--- src/rtl/reg_bus_master.sv ---
// Register-file bus initiator: takes one host command at a time over valid/ready,
// runs the WEN/OEN bus cycle and returns exactly one response per command.
module reg_bus_master #(
  parameter int unsigned N_REGS = 7,
  parameter int unsigned ADDR_W = 3,
  parameter int unsigned DATA_W = 8,
  parameter int unsigned CNT_W  = 16
) (
  input  logic              clk,
  input  logic              rst_n,
  input  logic              cmd_valid,
  output logic              cmd_ready,
  input  logic              cmd_write,
  input  logic [ADDR_W-1:0] cmd_addr,
  input  logic [DATA_W-1:0] cmd_wdata,
  output logic              rsp_valid,
  input  logic              rsp_ready,
  output logic              rsp_err,
  output logic [DATA_W-1:0] rsp_data,
  output logic              bus_wen,
  output logic              bus_oen,
  output logic [ADDR_W-1:0] bus_addr,
  output logic [DATA_W:0]   bus_din,
  input  logic [DATA_W:0]   bus_dout,
  output logic [CNT_W-1:0]  txn_cnt
);

  typedef enum logic [2:0] {
    IDLE    = 3'd0,
    WR      = 3'd1,
    RD      = 3'd2,
    RD_WAIT = 3'd3,
    RESP    = 3'd4
  } state_t;

  state_t            state_q, state_d;
  logic              accept_c;
  logic              addr_ok_c;
  logic              rsp_valid_d, rsp_err_d;
  logic [DATA_W-1:0] rsp_data_d;
  logic              bus_wen_d, bus_oen_d;
  logic [ADDR_W-1:0] bus_addr_d;
  logic [DATA_W:0]   bus_din_d;
  logic [CNT_W-1:0]  txn_cnt_d;
  logic              dout_msb_unused;

  // The register file's extra data bit carries no information.
  assign dout_msb_unused = bus_dout[DATA_W];

  assign cmd_ready = (state_q == IDLE) && rst_n;
  assign accept_c  = cmd_valid && cmd_ready;
  assign addr_ok_c = 32'(cmd_addr) < N_REGS;

  // Next state and next registered outputs; bus strobes are set on entry to WR/RD
  // so they are high for exactly the one cycle spent in that state.
  always_comb begin
    state_d     = state_q;
    rsp_valid_d = rsp_valid;
    rsp_err_d   = rsp_err;
    rsp_data_d  = rsp_data;
    bus_wen_d   = 1'b0;
    bus_oen_d   = 1'b0;
    bus_addr_d  = '0;
    bus_din_d   = '0;
    txn_cnt_d   = txn_cnt;

    case (state_q)
      IDLE: begin
        if (accept_c) begin
          rsp_err_d  = 1'b0;
          rsp_data_d = '0;
          if (!addr_ok_c) begin
            state_d     = RESP;
            rsp_valid_d = 1'b1;
            rsp_err_d   = 1'b1;
          end else if (cmd_write) begin
            state_d    = WR;
            bus_wen_d  = 1'b1;
            bus_addr_d = cmd_addr;
            bus_din_d  = {1'b0, cmd_wdata};
          end else begin
            state_d    = RD;
            bus_oen_d  = 1'b1;
            bus_addr_d = cmd_addr;
          end
        end
      end
      WR: begin
        state_d     = RESP;
        rsp_valid_d = 1'b1;
        txn_cnt_d   = txn_cnt + CNT_W'(1);
      end
      RD: begin
        state_d = RD_WAIT;
      end
      RD_WAIT: begin
        state_d     = RESP;
        rsp_valid_d = 1'b1;
        rsp_data_d  = bus_dout[DATA_W-1:0];
        txn_cnt_d   = txn_cnt + CNT_W'(1);
      end
      RESP: begin
        if (rsp_ready) begin
          state_d     = IDLE;
          rsp_valid_d = 1'b0;
          rsp_err_d   = 1'b0;
          rsp_data_d  = '0;
        end
      end
      default: begin
        state_d = IDLE;
      end
    endcase
  end

  // State and output registers; reset drops any in-flight command silently.
  always_ff @(posedge clk or negedge rst_n) begin
    if (!rst_n) begin
      state_q   <= IDLE;
      rsp_valid <= 1'b0;
      rsp_err   <= 1'b0;
      rsp_data  <= '0;
      bus_wen   <= 1'b0;
      bus_oen   <= 1'b0;
      bus_addr  <= '0;
      bus_din   <= '0;
      txn_cnt   <= '0;
    end else begin
      state_q   <= state_d;
      rsp_valid <= rsp_valid_d;
      rsp_err   <= rsp_err_d;
      rsp_data  <= rsp_data_d;
      bus_wen   <= bus_wen_d;
      bus_oen   <= bus_oen_d;
      bus_addr  <= bus_addr_d;
      bus_din   <= bus_din_d;
      txn_cnt   <= txn_cnt_d;
    end
  end

endmodule
--- config.mk ---
export PLATFORM = sky130hd
export DESIGN_NAME = reg_bus_master
export DESIGN_NICKNAME = d
export VERILOG_FILES = /design/src/rtl/reg_bus_master.sv
export SDC_FILE = /design/constraint.sdc
export NUM_CORES = 1
export LEC_CHECK = 0
export CORE_UTILIZATION = 28
export DETAILED_ROUTE_END_ITERATION = 8
export GPL_TIMING_DRIVEN = 0
export PLACE_DENSITY = 0.58
export SYNTH_ARGS = -nofsm -noshare
export SYNTH_HDL_FRONTEND = slang
export SYNTH_SLANG_ARGS = --single-unit
--- constraint.sdc ---
create_clock -name clk -period 1.8 [get_ports clk]
set_clock_uncertainty 0.15 [all_clocks]
set_input_delay 0.18 -clock clk [delete_from_list [all_inputs] [get_ports clk]]
set_output_delay 0.18 -clock clk [all_outputs]
set_load 0.02 [all_outputs]
==> flow_summary.yaml <==
critical_path:
  reg2regPathDepth: 5
  critical_path_start_end_classification: "reg -> out"
  startpoint: "state_q[0]$_DFFE_PN0P_"
  cp_max_fo: 9
  startpoint_class_of_the_critical_path: "register"
  critical_path.endpoint: "cmd_ready"
  r2r_end: "txn_cnt[11]$_DFFE_PN0P_"
  setup.worst_path.end_class: "primary output"
  cp_data_required_time_ns: 1.47
  cp_arrival_ns: 1.43
  ff2ff_setup_slack_ns: 0.07
  crit-reg2reg-launch: "state_q[2]$_DFFE_PN0P_"
cells_and_area:
  multi_input_gate_area_in_the_final_layout_um2: 677
  fin_nets: 243
  num_antenna_cells: 0
  design_area_um2: 2660
  post_route_cells_drive_above_1_share_pct: 13.8
  flip_flop_and_latch_area_um2: 1050
  filler_cell_count: 587
  finalCoreUtilization_pct: 44.1
  final_cells: 293
  syn_to_final_growth_pct: 49.9
clock_network:
  clock_tree.root_cell: "clkbuf_8"
  numCtsBuffers: 5
  numClockSinks: 42
  htree_levels: 2
  cts_buffer_depth: 2
  clk-insertion-delay-late_ns: 0.29
  cts_tree: "built"
  cts.clk_slew.worst_paths_ns: 0.08
route:
  drt-initial-drc-count: 24
  vias: 1313
  detail_route.wl_per_cell_um: 12.6
  drcViolationCount: 0
  detailed_route_wire_length_um: 3690
  detailedRoute.firstPassIterationCount: 4
  final_antenna_net_count: 0
  post_drt_via_cell_ratio: 4.48
power_and_ir_drop:
  swShare_pct: 33.8
  p_int_uw: 2150
  power_switching_uw: 1100
  comb_power_share_pct: 36.8
  ir_drop_uv: 674
  pwr_density_cell_nw_per_um2: 1220
  power.share.sequential_pct: 40.5
  clockPowerShare_pct: 22.7
  power_leakage_uw: 0.00122
synth:
  sequential_cell_area_fraction_in_the_yosys_report_pct: 59.2
  netlist.top_cell.by_area: "dfrtp_1"
  proportion_of_register_bits_with_asynchronous_set_or_reset_after_synthesis_pct: 100
  synth-edff-count: 0
  netlist-cell-type-count: 35
  yosys_warnings: 0
  synthesis.instances: 143
  postSynthRegisterBits: 42
  synth_commonest_cells: "dfrtp_1 (42), and3_1 (12), nor2_1 (10)"
  synth_largest_type_area_fraction_pct: 59.2
  dominant_cell_by_count_in_the_synthesized_netlist: "dfrtp_1"
  most_used_flip_flop_cell_after_synthesis: "dfrtp_1"
  netlist_area_um2: 1770
  synth_top_cells_by_area: "dfrtp_1 (59%), and3_1 (4.2%), a22o_1 (3.9%)"
  synth_area_per_cell_um2: 12.4
  synth_net_count: 169
die:
  placementRows: 28
  die_width_um: 81.6
  floorplan.io_pins: 66
  fp.dieArea_um2: 6660
  core_area_um2: 6030
  floorplan.die.height_um: 81.6
  floorplan.initialDensity_pct: 29.4
global_routing:
  grt_util_all_layers_pct: 12.4
  grt_first_pass_wirelength_um: 6150
  antenna_found_initial: 0
  vias_in_the_first_global_route: 1219
  grt_max_degree: 23
  grt-ovfl-total: 0
place:
  port_buffers: 63
  placement.cell_area_um2: 2510
  finalWeightedCongestion: 0.711
  placed_cells_incl_taps: 282
  hpwl_um: 2570
timing:
  report.final.slew_viol_count: 0
  final-hold-violation-count: 0
  relSlewSlack_pct: 30.6
  fmax_ghz: 0.569
  timing.final.crit_share_pct: 97.6
  finalWorstPathRequiredPeriod_ns: 1.76
  grt_setup_unrepaired: "yes"
  setup_viol_count_final: 0
  worstMarginPinSlew_ns: 1.04
  hold_ws_ns: 0.312
worst_hold_path:
  worst_hold_path.num_cells: 2
  path_category_of_the_worst_min_delay_check: "in -> reg"
outcome:
  run_status: "finished, final reports clean"
flow_run:
  maxCapViolCount: 0
-- cells by family (layout without fill, tap and decap cells) --
| family | count (synthesis) | in the layout | share of synthesized area, % |
|---|---|---|---|
| xor gates and xnor gates | 15 | 15 | 7.41 |
| muxes | 1 | 1 | 0.635 |
| and+or+nand+nor | 62 | 62 | 22.6 |
| adders and majority gates | 1 | 1 | 0.705 |
| other | 1 | 1 | 0.211 |
| buffers and inverters | 7 | 82 | 3.24 |
| DFF | 42 | 42 | 59.2 |
| AOI/OAI and AO/OA | 14 | 14 | 5.99 |
-- how the worst min path moves through the flow --
stage,endpoint,startpoint
2_1_floorplan,bus_addr[0]$_DFF_PN0_,rst_n
3_3_place_gp,txn_cnt[15]$_DFFE_PN0P_,txn_cnt[15]$_DFFE_PN0P_
3_5_place_dp,txn_cnt[15]$_DFFE_PN0P_,rst_n
4_1_cts,bus_din[6]$_DFF_PN0_,cmd_wdata[6]
5_1_grt,bus_din[5]$_DFF_PN0_,cmd_wdata[5]
6_report,bus_din[3]$_DFF_PN0_,cmd_wdata[3]
-- cell type report --
type / count / share of cell area [%]
Clock inverter: 3 / 1.51
Buffer: 7 / 2.16
Tap cell: 75 / 3.53
Timing Repair Buffer: 67 / 25.2
Multi-Input combinational cell: 94 / 25.5
Clock buffer: 5 / 2.59
Sequential cell: 42 / 39.5
-- layer usage --
| metal | up-vias | GRT usage [%] | wire length [µm] |
|---|---|---|---|
| li1 | 640 | - | - |
| met1 | 631 | 18.2 | 1830 |
| met2 | 37 | 17.1 | 1640 |
| met3 | 5 | 3.33 | 192 |
| met4 | 0 | 4.74 | 34 |
| met5 | - | 0 | 0 |
-- cells in the final DEF, fill, tap and decap left out, types with 2 or more instances in the layout --
cell / count
and2_1: 3
xor2_1: 7
xnor2_1: 8
dfrtp_1: 42
a22o_1: 8
dlygate4sd3_1: 2
buf_4: 4
clkdlybuf4s50_1: 61
nand3_1: 5
nand2_1: 7
o21ai_0: 2
clkinv_2: 2
buf_2: 2
nor2_1: 10
a21oi_1: 2
nor3_2: 3
buf_6: 3
clkbuf_8: 5
nor3_4: 2
nand4_1: 4
nor3_1: 4
and3_1: 12
-- sequential cells by signal, indices dropped and copies added, names as in the netlist, 3 cells and up --
name,flops
bus_din,8
bus_addr,3
state_q,3
rsp_data,8
txn_cnt,16
-- critical path: stages, from the launching register on --
cell,delay [ns]
dfrtp_1,0.38
buf_6,0.14
or2_4,0.26
nor3b_2,0.19
buf_4,0.17
-- repair_timing --
action | in CTS | in global routing
pin swaps | 0 | 1
endpoints found under the setup margin | 1 | 3
hold buffers | 2 | 0
endpoints found under the hold margin | 20 | 0
buffers inserted | 0 | 1
gates resized for setup | 6 | 2
-- stage by stage --
step / setup TNS [ns] / power (µW) / worst slack, ns
after detailed placement: -3.62 / 2520 / -0.283
after global routing: -0.0496 / 3440 / -0.0217
after CTS: 0 / 3280 / 0.0218
after floorplan: 0 / 1990 / 0.104
after global placement: -85.69 / 2510 / -1.99
final: 0 / 3250 / 0.0436
-- power by group through the flow --
stage / Clock, µW / Combinational (µW) / Sequential [µW]
3_5_place_dp: 0 / 1190 / 1330
4_1_cts: 767 / 1200 / 1320
2_1_floorplan: 0 / 480 / 1510
5_1_grt: 808 / 1290 / 1340
6_report: 738 / 1200 / 1320
3_3_place_gp: 0 / 1180 / 1330
Note: power is estimated with default switching activity, not from simulation.
